### src/rtl/dot11_tx_data_framer.sv
// +--------------------------------------------------------------------------+
// | Module   : dot11_tx_data_framer                                          |
// | Purpose  : Builds the legacy 802.11 DATA-field bit stream (SERVICE,      |
// |            PSDU LSB-first, optional FCS, tail, pad), scrambled with      |
// |            x^7+x^4+1, and reports the OFDM symbol count on completion.   |
// | Options  : OPENOFDM_TX_FCS_INSERT_EN - compute and append CRC-32 FCS.    |
// | Revision : 1.0  initial release                                          |
// +--------------------------------------------------------------------------+
`default_nettype none

module dot11_tx_data_framer #(
    parameter int LEN_WIDTH  = 16,
    parameter int NSYM_WIDTH = 15
) (
    input  logic                  clock,
    input  logic                  reset,
    input  logic                  start,
    input  logic [3:0]            pkt_rate,
    input  logic [LEN_WIDTH-1:0]  pkt_len,
    input  logic [6:0]            scrambler_seed,
    input  logic [7:0]            byte_in,
    input  logic                  byte_in_valid,
    output logic                  byte_in_ready,
    output logic                  bit_out,
    output logic                  bit_out_valid,
    input  logic                  bit_out_ready,
    output logic                  bit_out_last,
    output logic                  busy,
    output logic                  done,
    output logic                  len_error,
    output logic [NSYM_WIDTH-1:0] n_ofdm_sym
);

    localparam logic [2:0]  c_ST_IDLE    = 3'd0;
    localparam logic [2:0]  c_ST_SERVICE = 3'd1;
    localparam logic [2:0]  c_ST_DATA    = 3'd2;
`ifdef OPENOFDM_TX_FCS_INSERT_EN
    localparam logic [2:0]  c_ST_FCS     = 3'd3;
    localparam logic [31:0] c_CRC_POLY   = 32'hEDB88320;
`endif
    localparam logic [2:0]  c_ST_TAIL    = 3'd4;
    localparam logic [2:0]  c_ST_PAD     = 3'd5;

    logic [2:0]            r_state;
    logic [2:0]            w_state_next;
    logic [7:0]            r_ndbps;
    logic [7:0]            w_rate_ndbps;
    logic                  w_rate_ok;
    logic                  w_len_ok;
    logic                  w_accept;
    logic [LEN_WIDTH-1:0]  w_payload_len;
    logic [LEN_WIDTH-1:0]  r_fetch_left;
    logic [6:0]            r_scr;
    logic [5:0]            r_bit_idx;
    logic [7:0]            r_sym_bit;
    logic [NSYM_WIDTH-1:0] r_nsym;
    logic [7:0]            r_shift;
    logic [3:0]            r_shift_cnt;
    logic                  r_done;
    logic                  r_len_error;
    logic                  w_xfer;
    logic                  w_byte_fire;
    logic                  w_fb;
    logic                  w_wrap;
    logic                  w_raw_bit;
    logic                  w_end_cond;
`ifdef OPENOFDM_TX_FCS_INSERT_EN
    logic [31:0]           r_crc;
    logic                  w_crc_mix;
`endif

    // Map the SIGNAL rate code to data bits per OFDM symbol
    always_comb begin
        w_rate_ok    = 1'b1;
        w_rate_ndbps = 8'd0;
        case (pkt_rate)
            4'b1011: w_rate_ndbps = 8'd24;
            4'b1111: w_rate_ndbps = 8'd36;
            4'b1010: w_rate_ndbps = 8'd48;
            4'b1110: w_rate_ndbps = 8'd72;
            4'b1001: w_rate_ndbps = 8'd96;
            4'b1101: w_rate_ndbps = 8'd144;
            4'b1000: w_rate_ndbps = 8'd192;
            4'b1100: w_rate_ndbps = 8'd216;
            default: w_rate_ok    = 1'b0;
        endcase
    end

`ifdef OPENOFDM_TX_FCS_INSERT_EN
    // Four of the pkt_len bytes are the FCS we generate ourselves
    assign w_len_ok      = (pkt_len >= LEN_WIDTH'(5));
    assign w_payload_len = pkt_len - LEN_WIDTH'(4);
    assign w_crc_mix     = r_crc[0] ^ r_shift[0];
`else
    assign w_len_ok      = (pkt_len != '0);
    assign w_payload_len = pkt_len;
`endif

    assign w_accept    = start && (r_state == c_ST_IDLE) && w_rate_ok && w_len_ok;
    assign w_xfer      = bit_out_valid && bit_out_ready;
    assign w_byte_fire = byte_in_valid && byte_in_ready;
    assign w_fb        = r_scr[6] ^ r_scr[3];
    assign w_wrap      = (r_sym_bit == (r_ndbps - 8'd1));
    // Current bit is the final bit of the frame if transferred now
    assign w_end_cond  = ((r_state == c_ST_TAIL) && (r_bit_idx == 6'd5) && w_wrap) ||
                         ((r_state == c_ST_PAD) && w_wrap);

    // State register
    always_ff @(posedge clock) begin
        if (reset) begin
            r_state <= c_ST_IDLE;
        end else begin
            r_state <= w_state_next;
        end
    end

    // Next-state: each field ends on the transfer of its last bit
    always_comb begin
        w_state_next = r_state;
        case (r_state)
            c_ST_IDLE:    if (w_accept) w_state_next = c_ST_SERVICE;
            c_ST_SERVICE: if (w_xfer && (r_bit_idx == 6'd15)) w_state_next = c_ST_DATA;
            c_ST_DATA:    if (w_xfer && (r_shift_cnt == 4'd1) && (r_fetch_left == '0))
`ifdef OPENOFDM_TX_FCS_INSERT_EN
                              w_state_next = c_ST_FCS;
            c_ST_FCS:     if (w_xfer && (r_bit_idx == 6'd31)) w_state_next = c_ST_TAIL;
`else
                              w_state_next = c_ST_TAIL;
`endif
            c_ST_TAIL:    if (w_xfer && (r_bit_idx == 6'd5))
                              w_state_next = w_wrap ? c_ST_IDLE : c_ST_PAD;
            c_ST_PAD:     if (w_xfer && w_wrap) w_state_next = c_ST_IDLE;
            default:      w_state_next = c_ST_IDLE;
        endcase
    end

    // Outputs: bit source per state and byte-fetch handshake
    always_comb begin
        bit_out_valid = 1'b0;
        w_raw_bit     = 1'b0;
        byte_in_ready = 1'b0;
        case (r_state)
            c_ST_SERVICE: begin
                bit_out_valid = 1'b1;
                byte_in_ready = (r_bit_idx == 6'd15) && (r_shift_cnt == 4'd0) &&
                                (r_fetch_left != '0);
            end
            c_ST_DATA: begin
                bit_out_valid = (r_shift_cnt != 4'd0);
                w_raw_bit     = r_shift[0];
                // Refill while the byte's last bit leaves, so no bubble appears
                byte_in_ready = (r_fetch_left != '0) &&
                                ((r_shift_cnt == 4'd0) ||
                                 ((r_shift_cnt == 4'd1) && bit_out_ready));
            end
`ifdef OPENOFDM_TX_FCS_INSERT_EN
            c_ST_FCS: begin
                bit_out_valid = 1'b1;
                w_raw_bit     = ~r_crc[0];
            end
`endif
            c_ST_TAIL, c_ST_PAD: bit_out_valid = 1'b1;
            default: ;
        endcase
    end

    // Tail bits leave unscrambled as zeros; everything else is scrambled
    assign bit_out      = bit_out_valid && (r_state != c_ST_TAIL) && (w_raw_bit ^ w_fb);
    assign bit_out_last = bit_out_valid && w_end_cond;
    assign busy         = (r_state != c_ST_IDLE);
    assign done         = r_done;
    assign len_error    = r_len_error;
    assign n_ofdm_sym   = r_nsym;

    // Datapath: scrambler, bit/symbol counters, byte shift register
    always_ff @(posedge clock) begin
        if (reset) begin
            r_ndbps      <= 8'd0;
            r_fetch_left <= '0;
            r_scr        <= 7'd0;
            r_bit_idx    <= 6'd0;
            r_sym_bit    <= 8'd0;
            r_nsym       <= '0;
            r_shift      <= 8'd0;
            r_shift_cnt  <= 4'd0;
            r_done       <= 1'b0;
            r_len_error  <= 1'b0;
        end else begin
            r_done      <= w_xfer && w_end_cond;
            r_len_error <= start && (r_state == c_ST_IDLE) && !(w_rate_ok && w_len_ok);
            if (w_accept) begin
                r_ndbps      <= w_rate_ndbps;
                r_fetch_left <= w_payload_len;
                r_scr        <= (scrambler_seed == 7'd0) ? 7'h7F : scrambler_seed;
                r_bit_idx    <= 6'd0;
                r_sym_bit    <= 8'd0;
                r_nsym       <= '0;
                r_shift      <= 8'd0;
                r_shift_cnt  <= 4'd0;
            end
            if (w_xfer) begin
                r_scr     <= {r_scr[5:0], w_fb};
                r_bit_idx <= (w_state_next != r_state) ? 6'd0 : r_bit_idx + 6'd1;
                if (w_wrap) begin
                    r_sym_bit <= 8'd0;
                    r_nsym    <= r_nsym + NSYM_WIDTH'(1);
                end else begin
                    r_sym_bit <= r_sym_bit + 8'd1;
                end
                if (r_state == c_ST_DATA) begin
                    r_shift     <= {1'b0, r_shift[7:1]};
                    r_shift_cnt <= r_shift_cnt - 4'd1;
                end
            end
            // A fresh byte overrides the drain of the previous one
            if (w_byte_fire) begin
                r_shift      <= byte_in;
                r_shift_cnt  <= 4'd8;
                r_fetch_left <= r_fetch_left - LEN_WIDTH'(1);
            end
        end
    end

`ifdef OPENOFDM_TX_FCS_INSERT_EN
    // Reflected CRC-32 over payload bits, then shifted out as the FCS
    always_ff @(posedge clock) begin
        if (reset) begin
            r_crc <= 32'd0;
        end else if (w_accept) begin
            r_crc <= 32'hFFFFFFFF;
        end else if (w_xfer && (r_state == c_ST_DATA)) begin
            r_crc <= {1'b0, r_crc[31:1]} ^ (w_crc_mix ? c_CRC_POLY : 32'd0);
        end else if (w_xfer && (r_state == c_ST_FCS)) begin
            r_crc <= {1'b0, r_crc[31:1]};
        end
    end
`endif

endmodule

`default_nettype wire

### config.mk
export PLATFORM = sky130hd
export DESIGN_NAME = dot11_tx_data_framer
export DESIGN_NICKNAME = d
export VERILOG_FILES = /design/src/rtl/dot11_tx_data_framer.sv
export SDC_FILE = /design/constraint.sdc
export NUM_CORES = 1
export LEC_CHECK = 0
export BUFFER_PORTS_ARGS = -buffer_cell sky130_fd_sc_hd__buf_2
export CORE_MARGIN = 5
export CORE_UTILIZATION = 40
export CTS_BUF_LIST = sky130_fd_sc_hd__clkbuf_16
export DETAILED_ROUTE_END_ITERATION = 8
export GPL_ROUTABILITY_DRIVEN = 0
export PLACE_DENSITY = 0.65
export SLEW_MARGIN = 20
export SYNTH_ARGS = -nofsm -noshare
export SYNTH_HDL_FRONTEND = slang
export SYNTH_SLANG_ARGS = --single-unit
### constraint.sdc
create_clock -name clock -period 2.3 [get_ports clock]
set_input_delay 0.23 -clock clock [delete_from_list [all_inputs] [get_ports clock]]
set_output_delay 0.23 -clock clock [all_outputs]
set_load 0.02 [all_outputs]
# After elaboration in Yosys (flattened, before gate mapping)
# Index checks and enable logic that the tools add are counted.
[totals]
reg_bits = 77
in_bits = 40
[op_classes]
addsub = 6
n_reduce_logical = 39
mux = 34
n_eq_ne = 18
bitwise = 2
[ops]
columns = ["operator", "count"]
rows = [
  ["$pmux W8 S8", 1],
  ["$mux W8", 7],
  ["$mux W15", 3],
  ["$eq A4 B4 Y1 const B", 8],
  ["$mux W16", 2],
  ["$reduce_bool A16 Y1", 2],
  ["$logic_and A1 B1 Y1", 23],
  ["$mux W7", 3],
  ["$mux W3", 6],
  ["$mux W6", 3],
  ["$logic_not A16 Y1", 1],
  ["$mux W4", 4],
  ["$sub A16 B1 Y16 const B", 1],
  ["$add A15 B1 Y15 const B", 1],
  ["$pmux W3 S5", 1],
  ["$add A8 B1 Y8 const B", 1],
  ["$eq A8 B8 Y1", 1],
  ["$reduce_or A8 Y1", 1],
  ["$sub A8 B1 Y8 const B", 1],
  ["$logic_not A7 Y1", 1],
  ["$add A6 B1 Y6 const B", 1],
  ["$eq A3 B3 Y1 const B", 2],
  ["$eq A6 B3 Y1 const B", 1],
  ["$eq A6 B4 Y1 const B", 1],
  ["other kinds (18)", 23],
]

# Logic depth before layout (Yosys ltp)
# Gate-level depths: netlist of run 1.
[depth]
ltp_word = 11
depth_mapped = 11
mapped_depth_nobuf = 8

# Least setup slack after synthesis of run 1
# Ideal clock, no wire load.
[synth_path]
path_kind = "register -> register"
startpoint = "reg r_fetch_left[0]"
endpoint = "reg r_fetch_left[2]"
synth_period_minus_slack_ps = 2454
t_arrival_ps = 2396
stages_incl_launch_ff = 12
setup_ps = 58
setup_slack_ps = -154
t_required_ps = 2242
n_path_buf = 3
cell_sequence = "dfxtp_1 inv_1 ha_1 or3b_4 nand3b_4 or3_1 buf_2 and3_1 buf_6 buf_6 a311oi_1 o21a_1"
[synth_between]
elab_chain_len = 5
[synth_lines]
columns = ["element", "line_no", "rtl"]
rows = [
  ["start, declared", "52", "logic [LEN_WIDTH-1:0] r_fetch_left;"],
  ["start signal, assigned", "193", "r_fetch_left <= w_payload_len;"],
  ["start signal, assigned", "219", "r_fetch_left <= r_fetch_left - LEN_WIDTH'(1);"],
  ["branches (longest 5 deep; another with $sub A16 B1 Y16)", "--", ""],
]
# Several ways; the timed one is not identified.
# A chain may end at the register's enable or synchronous reset.

# Final worst setup path of run 1
[layout_path]
startpoint = "reg r_ndbps[3]"
endpoint = "reg r_nsym[8] (netlist: n_ofdm_sym[8])"
[layout_between]
elab_chain_len = 4
[layout_lines]
columns = ["element", "line_no", "rtl"]
rows = [
  ["start, declared", "46", "logic [7:0] r_ndbps;"],
  ["start signal, assigned", "192", "r_ndbps <= w_rate_ndbps;"],
  ["$sub A8 B1 Y8", "103", "assign w_wrap = (r_sym_bit == (r_ndbps - 8'd1));"],
  ["$eq A8 B8 Y1", "103", ""],
  ["$mux W15", "204", "if (w_wrap) begin"],
  ["$mux W15", "201", "if (w_xfer) begin"],
  ["end signal, assigned", "206", "r_nsym <= r_nsym + NSYM_WIDTH'(1);"],
  ["end, declared", "56", "logic [NSYM_WIDTH-1:0] r_nsym;"],
]
# Every way passes these cells.

==> impl_metrics.csv, run 1 <==
group,metric,value,unit
logic_synthesis,synth_top_area_cell,"dfxtp_1",
place,hpwl,7600,um
route,ant_nets,0,
logic_synthesis,yosysMostFrequentCell,"dfxtp_1",
logic_synthesis,synth-edff-count,0,
global_route,gr-total-overflow,0,
cts,cts_buffers,9,
worst_setup_path,worstPathMaxFanout,5,
worst_setup_path,cp_slowest_cell,"or4_4",
route,wl_per_cell,14.6,um
floorplan,core_region_area,10200,um2
pwr,p_int,2.58,mW
cts,clk_pin_slew,60,ps
sta,hold_violations,0,
route,viasPerCell,5.47,
floorplan,die-area,12400,um2
logic_synthesis,synthCells,520,
logic_synthesis,synth_top_cell_area_share,0.365,
logic_synthesis,yosysWarningCount,0,
pwr,p_sw_frac,0.237,
route,dr.pass1.iters,4,
sta,fin_skew,7.56,ps
pwr,seqPwrFrac,0.404,
pwr,irDropWorstVdd,0.000315,V
logic_synthesis,synthTopCellsByArea,"dfxtp_1, nand2_1, a21oi_1",
final_layout,nets,658,
floorplan,start_util,0.404,
logic_synthesis,synth_ff_type,"dfxtp_1",
global_route,grt_start_max_net_pins,42,
logic_synthesis,synth_seq_cells,75,
run,maxCapViolations,0,
pwr,power_leakage,2.12,nW
global_route,grtUsageTotal,0.176,
cts,cts_tree,"done",
sta,setup_viol,2,
worst_setup_path,crit_buf_inv,3,
logic_synthesis,synth_cell_types,56,
floorplan,die-width,111,um
worst_setup_path,cp-start-kind,"register",
worst_setup_path,regToRegEndpoint,"n_ofdm_sym[8]",
floorplan,die_h,111,um
floorplan,rows,37,
final_layout,antennaDiodeCount,0,
route,vias,4101,
worst_setup_path,cp-startpoint,"r_ndbps[3]",
logic_synthesis,synthTopCellsByCount,"dfxtp_1, nand2_1, a21oi_1, nor2_1, nand3_1",
place,io_buffer_count,61,
logic_synthesis,syn_nets,569,
sta,finalCritPeriodShare,1.01,
sta,fmax,431,MHz
final_layout,fin_util,0.534,
pwr,p_total,3.38,mW
worst_setup_path,timing.reg2reg.setup_slack,-20,ps
global_route,grt_pass1_wl,18500,um
final_layout,syn2layout_area_growth,32.2,%
route,routed_wl,10900,um
pwr,pwr-share-comb,0.129,
cts,clock_latency,330,ps
sta,setup-tns-final,-35.3,ps
route,drcViolationCount,0,
worst_setup_path,end_kind,"register",
global_route,antenna_found_initial,0,
logic_synthesis,async_reset_ff_frac,0,
cts,root_buffer,"clkbuf_16",
sta,min_period,2320,ps
cts,max-clock-path-buffers,2,
pwr,net-switching-power,802,uW
sta,slew_violations,0,
worst_setup_path,crit_path_max_incr_delay,500,ps
pwr,p_clk_frac,0.467,
run_status,status,"complete, but fails checks",
worst_setup_path,criticalPathCategory,"register to register",
sta,fin_ws,-17.7,ps
worst_setup_path,endpoint,"n_ofdm_sym[8]",
sta,worst_slew_pin_slew,656,ps
run_status,violations,"negative setup slack",
floorplan,ios,62,
final_layout,drive_gt1_frac,0.287,
worst_setup_path,cp_num_cells,10,
cts,clock-sinks,75,
sta,max-slew-margin-rel,0.558,
worst_setup_path,crit_chain,"inv_2 -> ha_4 -> xor2_1 -> nand3_1 -> a211oi_4 -> buf_4 -> nand4_1 -> buf_6 -> or4_4 -> a21oi_2",
route,initialDrtViolationCount,143,
min_path,hold_path.class,"input pin to register",
logic_synthesis,syn_avg_cell_area,7.91,um2
logic_synthesis,yosysSeqAreaShare,0.365,
pwr,p_per_area,622,nW/um2
sta,rsz0062_at_grt,"yes",
worst_setup_path,required,2570,ps
worst_setup_path,cp_top_family,"simple AND/OR/NAND/NOR gates",
cts,hold_buffers,0,
worst_setup_path,r2r_cells,10,
worst_setup_path,arrival,2590,ps
global_route,grt_pass1_vias,4036,
cts,cts_max_level,3,
logic_synthesis,mappedNetlistArea,4120,um2
worst_setup_path,r2r_start,"r_ndbps[3]",
## tightest hold or removal path, delay by kind of cell
kind	cells	cell delay [ps]
buffers and inverters	1	90
and+or+nand+nor	1	50
AOI/OAI and AO/OA	1	50
## layer usage
metal | routed length [um] | up-vias | track usage
met2 | 5400 | 70 | 0.304
met4 | 140 | 0 | 0.0560
met1 | 5040 | 1915 | 0.220
li1 | - | 2103 | -
met3 | 342 | 13 | 0.0375
met5 | 0 | - | 0
## power groups by stage
stage | clock network (mW) | logic [mW] | registers [mW]
after CTS | 1.62 | 0.404 | 1.36
after global placement | 0 | 0.364 | 1.39
after global routing | 1.67 | 0.481 | 1.37
after floorplan | 0 | 0.242 | 1.39
after detailed placement | 0 | 0.372 | 1.39
final | 1.58 | 0.437 | 1.37
## repair_timing
action	CTS	global route
buffers inserted	9	2
endpoints found under the setup margin	18	42
gates cloned	3	0
pin swaps	25	11
resized for setup	19	37
## layout make-up
cell class                 instances  area [um2]
inverter                          15        56.3
clock inverter                     7         108
fill                             955        4750
tap                              136         170
multi-input combinational        398        2650
clock buffer                       9         225
sequential                        75        1510
timing repair buffer             110         722
## placed cells by master (no fill, tap or decap), types with 4 or more instances in the layout
master / instances
dfxtp_1: 70
nand2_1: 60
buf_2: 60
buf_4: 40
nor2_1: 39
a21oi_1: 39
nand3_1: 33
nor3_1: 16
o21ai_0: 16
or3_1: 15
inv_1: 12
nand4_1: 12
mux2i_1: 11
xor2_1: 9
or4_1: 9
clkbuf_16: 9
buf_6: 9
o211ai_1: 8
o21a_1: 7
a311oi_1: 7
ha_1: 7
xnor2_1: 6
a31oi_1: 6
nor4_1: 6
and3_1: 5
o31ai_1: 5
o311ai_0: 5
dfxtp_2: 5
inv_2: 4
nand2b_1: 4
or2_2: 4
a311oi_2: 4
## flip-flops by register name, summed over array words and instances (netlist names)
signal / count
len_error: 1
n_ofdm_sym: 15
r_ndbps: 6
r_scr: 7
r_state: 3
r_sym_bit: 8
r_bit_idx: 6
r_shift: 8
done: 1
r_fetch_left: 16
r_shift_cnt: 4
## cells by family (layout without fill, tap and decap cells)
logic type / count (synthesis) / count (layout) / synth area share
fa+ha+maj: 9 / 9 / 0.0274
xor+xnor: 15 / 15 / 0.0319
flops: 75 / 75 / 0.365
simple gates: 229 / 230 / 0.281
compound gates: 132 / 132 / 0.217
mux: 12 / 12 / 0.0295
buf+inv: 48 / 141 / 0.0483
## metrics by stage
step | worst slack (ps) | cell area [um2] | std cells | hold WS (ps)
finish | -17.7 | 5440 | 750 | 138
global route | -96.2 | 5440 | 750 | 164
CTS | -36.0 | 5260 | 750 | 132
detailed placement | -82.5 | 4770 | 722 | 448
global placement | 35.5 | 4770 | 722 | 443
floorplan | -107 | 4140 | 520 | 318
## how the worst min path moves through the flow
stage / startpoint / depth (start not counted) / to
6_report: byte_in[7] / 3 / r_shift[7]
5_1_grt: byte_in[7] / 3 / r_shift[7]
4_1_cts: byte_in[7] / 3 / r_shift[7]
3_5_place_dp: r_scr[4] / 2 / r_scr[5]
3_3_place_gp: r_scr[4] / 2 / r_scr[5]
2_1_floorplan: pkt_rate[3] / 1 / len_error
Power figures use the tool's default switching activity.
==> inputs of run 2 (changes only) <==
--- a/config.mk
+++ b/config.mk
@@ -5,13 +5,14 @@
 export SDC_FILE = /design/constraint.sdc
 export NUM_CORES = 1
 export LEC_CHECK = 0
+export ABC_AREA = 1
 export BUFFER_PORTS_ARGS = -buffer_cell sky130_fd_sc_hd__buf_2
 export CORE_MARGIN = 5
 export CORE_UTILIZATION = 40
 export CTS_BUF_LIST = sky130_fd_sc_hd__clkbuf_16
 export DETAILED_ROUTE_END_ITERATION = 8
 export GPL_ROUTABILITY_DRIVEN = 0
-export PLACE_DENSITY = 0.65
+export PLACE_DENSITY = 0.64
 export SLEW_MARGIN = 20
 export SYNTH_ARGS = -nofsm -noshare
 export SYNTH_HDL_FRONTEND = slang
==> impl_metrics.csv, run 2 <==
group,metric,value,unit
sta,setup-tns-final,0,ps
final_layout,final_cell_mix,"nand2_1, dfxtp_1, nor2_1",
route,dr.pass1.iters,5,
worst_setup_path,required,2520,ps
logic_synthesis,yosysSeqAreaShare,0.344,
global_route,grt_pass1_wl,18400,um
final_layout,syn2layout_area_growth,21.2,%
global_route,antenna_found_initial,0,
sta,fin_skew,6.54,ps
route,vias,4358,
global_route,grt_pass1_vias,4087,
sta,min_period,2160,ps
sta,setup_viol,0,
route,ant_nets,0,
global_route,grtUsageTotal,0.171,
floorplan,ios,62,
logic_synthesis,synthTopCellsByArea,"dfxtp_1, nand2_1, nor2_1",
worst_setup_path,cp-start-kind,"register",
logic_synthesis,mappedNetlistArea,4370,um2
pwr,p_total,3.24,mW
sta,rsz0062_at_grt,"yes",
logic_synthesis,synthTopCellsByCount,"nand2_1, dfxtp_1, nor2_1, inv_1, nand3_1",
sta,max-slew-margin-rel,0.674,
cts,cts_max_level,3,
cts,cts_tree,"done",
logic_synthesis,yosysMostFrequentCell,"nand2_1",
final_layout,largest_reg_flops,16,
cts,clk_pin_slew,60,ps
worst_setup_path,crit_path_max_incr_delay,320,ps
worst_setup_path,cp-startpoint,"r_ndbps[3]",
floorplan,start_util,0.405,
worst_setup_path,r2r_start,"r_ndbps[3]",
floorplan,core_region_area,10800,um2
pwr,irDropWorstVdd,0.000367,V
worst_setup_path,timing.reg2reg.setup_slack,140,ps
final_layout,nFillCells,1053,
logic_synthesis,async_reset_ff_frac,0,
worst_setup_path,endpoint,"r_bit_idx[2]",
pwr,p_per_area,612,nW/um2
logic_synthesis,synth_ff_type,"dfxtp_1",
cts,cts_buffers,9,
sta,fmax,464,MHz
sta,finalCritPeriodShare,0.937,
sta,worst_slew_pin_slew,487,ps
place,io_buffer_count,61,
logic_synthesis,synth_seq_cells,75,
final_layout,top_register,"r_fetch_left",
logic_synthesis,yosysWarningCount,0,
cts,max-clock-path-buffers,2,
route,drcViolationCount,0,
final_layout,final_area,5290,um2
place,hpwl,8070,um
floorplan,die-area,13100,um2
worst_setup_path,crit_chain,"inv_2 -> ha_4 -> xnor2_1 -> nor2_1 -> nand2_1 -> nor2_4 -> buf_4 -> buf_4 -> nand3_4 -> nand2_4 -> nand2_1 -> a21oi_2 -> nor2_2 -> nand3_4 -> o21ai_1",
route,wl_per_cell,13.1,um
pwr,power_leakage,2.20,nW
worst_setup_path,cp_top_family,"simple AND/OR/NAND/NOR gates",
place,place_area,4870,um2
worst_setup_path,cp_num_cells,15,
worst_setup_path,end_kind,"register",
logic_synthesis,synth_top_cell_area_share,0.344,
cts,clock-sinks,75,
logic_synthesis,synthCells,626,
sta,hold_ws,157,ps
min_path,hold_path.class,"input pin to register",
global_route,gr-total-overflow,0,
sta,fin_ws,145,ps
logic_synthesis,synth-edff-count,0,
final_layout,drive_gt1_frac,0.212,
cts,clock_latency,330,ps
worst_setup_path,crit_buf_inv,3,
worst_setup_path,criticalPathCategory,"register to register",
worst_setup_path,arrival,2380,ps
place,dp_slack,78.2,ps
route,routed_wl,11100,um
floorplan,die-width,115,um
final_layout,nets,751,
global_route,busiest_layer,"met2",
route,initialDrtViolationCount,208,
sta,slew_violations,0,
global_route,grt_start_max_net_pins,30,
global_route,use_met3,0.0333,
final_layout,layout_commonest_cell,"nand2_1",
cts,root_buffer,"clkbuf_16",
logic_synthesis,synth_top_area_cell,"dfxtp_1",
worst_setup_path,cp_slowest_cell,"dfxtp_1",
floorplan,rows,38,
route,viasPerCell,5.15,
final_layout,antennaDiodeCount,0,
worst_setup_path,r2r_cells,15,
logic_synthesis,syn_avg_cell_area,6.98,um2
worst_setup_path,regToRegEndpoint,"r_bit_idx[2]",
sta,hold_violations,0,
global_route,global_route.usage.met2,0.279,
global_route,grt_use_met1,0.216,
logic_synthesis,synth_cell_types,53,
logic_synthesis,syn_nets,675,
run_status,status,"completed",
floorplan,die_h,115,um
run,maxCapViolations,0,
worst_setup_path,worstPathMaxFanout,8,
-- run 2: changes by cell type after synthesis, sizes merged, moves of 8 or more --
cell	delta
or4	-10
clkbuf	-16
nand3	+12
a31oi	+11
nand2	+71
o22ai	+8
or3	-17
a21oi	-11
a311oi	-10
inv	+62
mux2i	-11
nor2	+44
o21ai	+26
-- run 2: timing repair --
action | 4_1_cts | 5_1_grt
gates cloned | 0 | 0
hold buffers | 0 | 0
buffers inserted | 6 | 1
pin swaps | 3 | 5
gates resized for setup | 12 | 6
setup endpoints to repair | 1 | 12
-- run 2: power breakdown --
part | switching [mW] | internal (mW)
Clock | 0.559 | 0.836
Combinational | 0.293 | 0.180
Sequential | 0.0325 | 1.34
Total | 0.885 | 2.36
-- run 2: cell type report --
cell class | count | area [um2] | area share
tap | 140 | 175 | 0.0331
clock inverter | 7 | 70.1 | 0.0132
inverter | 79 | 307 | 0.0579
timing repair buffer | 84 | 497 | 0.0938
multi-input combinational | 453 | 2520 | 0.476
clock buffer | 9 | 225 | 0.0425
sequential | 75 | 1500 | 0.284
-- run 2: cell families (layout without fill, tap and decap cells) --
| family | Yosys count | after routing | synth area share |
|---|---|---|---|
| flip-flops | 75 | 75 | 0.344 |
| buffers and inverters | 98 | 179 | 0.0951 |
| AND/OR/NAND/NOR | 303 | 303 | 0.329 |
| XOR/XNOR | 17 | 17 | 0.0341 |
| adder cells (fa/ha/maj) | 9 | 9 | 0.0258 |
| AO/OA/AOI/OAI | 124 | 124 | 0.173 |
-- run 2: worst min path at each step --
stage,startpoint,endpoint,depth (start not counted)
2_1_floorplan,pkt_len[6],r_fetch_left[6],2
3_3_place_gp,r_scr[2],r_scr[2],2
3_5_place_dp,r_scr[2],r_scr[2],2
4_1_cts,pkt_len[6],r_fetch_left[6],3
5_1_grt,byte_in[1],r_shift[1],3
6_report,pkt_len[6],r_fetch_left[6],3
-- run 2: tightest hold or removal path, stage by stage --
cell and delay (ps):
buf_2 90, nor2_1 40, nor2_1 80
-- run 2: layer usage --
metal	vias up	part of all wire
li1	2240	-
met1	1973	0.45
met2	123	0.47
met3	22	0.049
met4	0	0.031
met5	-	0
-- run 2: stage by stage --
step	util	std cells
final	0.490	847
after global routing	0.490	847
after CTS	0.488	846
after detailed placement	0.451	824
after global placement	0.451	824
after floorplan	-	626
==> inputs of run 3 (changes only) <==
==> constraint.sdc (replaced) <==
create_clock -name clock -period 2.3 [get_ports clock]
set_input_delay 0.46 -clock clock [delete_from_list [all_inputs] [get_ports clock]]
set_output_delay 0.46 -clock clock [all_outputs]
set_load 0.02 [all_outputs]
==> impl_metrics.csv, run 3 (synthesis results as in run 2) <==
group,metric,value,unit
run_status,status,"complete, but fails checks",
run_status,violations,"negative setup slack",
sta,min_period,2370,ps
final_layout,seq_area,1500,um2
cts,root_buffer,"clkbuf_16",
worst_setup_path,crit_buf_inv,2,
final_layout,multi_input_area,2510,um2
cts,clk_pin_slew,60,ps
sta,finalCritPeriodShare,1.03,
pwr,power_leakage,2.22,nW
min_path,whs_path_depth,3,
place,io_buffer_count,61,
cts,clock_latency,330,ps
floorplan,die_h,115,um
run,maxCapViolations,0,
sta,rsz0062_at_grt,"yes",
worst_setup_path,r2r_start,"r_shift_cnt[1]",
final_layout,largest_reg_flops,16,
final_layout,top_register,"r_fetch_left",
route,dr.pass1.iters,5,
sta,setup-tns-final,-70.5,ps
pwr,p_int,2.47,mW
floorplan,ios,62,
global_route,gr-total-overflow,0,
sta,fin_ws,-70.5,ps
sta,slew_violations,0,
global_route,antenna_found_initial,0,
route,wl_per_cell,13.2,um
worst_setup_path,end_kind,"primary output",
worst_setup_path,worstPathMaxFanout,2,
route,routed_wl,11200,um
final_layout,fin_util,0.494,
sta,setup_viol,1,
final_layout,nFillCells,1070,
pwr,p_sw_frac,0.257,
cts,cts_max_level,3,
floorplan,core_region_area,10800,um2
global_route,grt_start_max_net_pins,24,
final_layout,layout_commonest_cell,"nand2_1",
worst_setup_path,r2r_cells,10,
worst_setup_path,cp-start-kind,"register",
final_layout,nets,755,
pwr,p_clk_frac,0.440,
final_layout,final_area,5330,um2
worst_setup_path,required,1840,ps
worst_setup_path,cp_top_family,"simple AND/OR/NAND/NOR gates",
floorplan,die-area,13100,um2
cts,cts_buffers,9,
pwr,p_per_area,623,nW/um2
sta,hold_violations,0,
worst_setup_path,cp_slowest_cell,"dfxtp_2",
pwr,net-switching-power,854,uW
worst_setup_path,crit_path_max_incr_delay,320,ps
floorplan,rows,38,
floorplan,die-width,115,um
worst_setup_path,cp_num_cells,9,
global_route,grt_pass1_vias,4282,
global_route,grt_pass1_wl,19100,um
min_path,hp-start,"pkt_len[6]",
worst_setup_path,arrival,1910,ps
final_layout,drive_gt1_frac,0.222,
route,viasPerCell,5.11,
global_route,grtUsageTotal,0.178,
cts,cts_tree,"done",
final_layout,syn2layout_area_growth,22.1,%
place,hpwl,8310,um
cts,max-clock-path-buffers,2,
pwr,irDropWorstVdd,0.000326,V
cts,hold_buffers,0,
pwr,seqPwrFrac,0.414,
pwr,pwr-share-comb,0.146,
route,ant_nets,0,
route,drcViolationCount,0,
floorplan,start_util,0.405,
final_layout,final_cell_mix,"nand2_1, dfxtp_1, nor2_1",
route,initialDrtViolationCount,213,
sta,worst_slew_pin_slew,389,ps
cts,clock-sinks,75,
place,place_area,4910,um2
sta,fin_skew,4.84,ps
worst_setup_path,cp-startpoint,"r_ndbps[3]",
route,vias,4347,
sta,max-slew-margin-rel,0.740,
min_path,hold_path.class,"input pin to register",
final_layout,antennaDiodeCount,0,
worst_setup_path,crit_chain,"inv_2 -> ha_4 -> xnor2_2 -> nor2_1 -> nand2_1 -> nor2_2 -> nand2_2 -> a2111oi_4 -> buf_4",
sta,fmax,422,MHz
worst_setup_path,criticalPathCategory,"register to primary output",
==> run 3: changes by cell type in the layout (fill, tap and decap cells not counted), sizes merged <==
cell / previous run / this run
buf: 84 / 88
bufinv: 1 / 2
clkinvlp: 2 / 1
==> run 3: what timing repair did <==
action | in CTS | in global routing
endpoints found under the setup margin | 1 | 8
pin swaps | 6 | 6
setup buffers | 3 | 3
resized for setup | 12 | 8
==> run 3: per-stage QoR <==
step	power [mW]	cells	setup slack [ps]	hold WS, ps
6_report	3.32	851	-70.5	403
3_5_place_dp	1.86	829	56.6	464
4_1_cts	3.35	848	-185	389
3_3_place_gp	1.85	829	93.2	446
2_1_floorplan	1.70	626	42.6	429
5_1_grt	3.48	851	-187	407
==> run 3: path summary, 6_finish.rpt <==
check | to | slack [ps]
setup / recovery | bit_out_last | -70
hold / removal | r_fetch_left[6] | 400
setup reg to reg | n_ofdm_sym[10] | 240
hold reg to reg | r_scr[5] | 470
==> run 3: per-layer routing <==
layer  share of wire  global-route usage
met1            0.45               0.217
met5               0                   0
met4           0.019              0.0697
met2            0.49               0.304
met3           0.045              0.0370
==> run 3: power by group through the flow <==
stage / Combinational [mW] / Clock [mW] / Sequential [mW]
floorplan: 0.299 / 0 / 1.40
global placement: 0.447 / 0 / 1.40
detailed placement: 0.457 / 0 / 1.40
CTS: 0.476 / 1.50 / 1.37
global route: 0.546 / 1.55 / 1.38
finish: 0.485 / 1.46 / 1.38
==> run 3: layout make-up <==
class                   count  area share
repair buffers             88      0.0985
multi-input cells         453       0.471
inverters                  79      0.0575
clock buffers               9      0.0422
well taps                 140      0.0328
flip-flops and latches     75       0.282
clock inverters             7      0.0157
==> run 3: worst register-to-register path, stage by stage (launching register included) <==
cell and delay (ps):
dfxtp_1 380, inv_1 100, ha_1 190, nand3_1 120, nand2_2 90, nand2_2 100
nand2_4 100, inv_6 150, nand3_4 160, buf_4 220, a2111oi_2 360
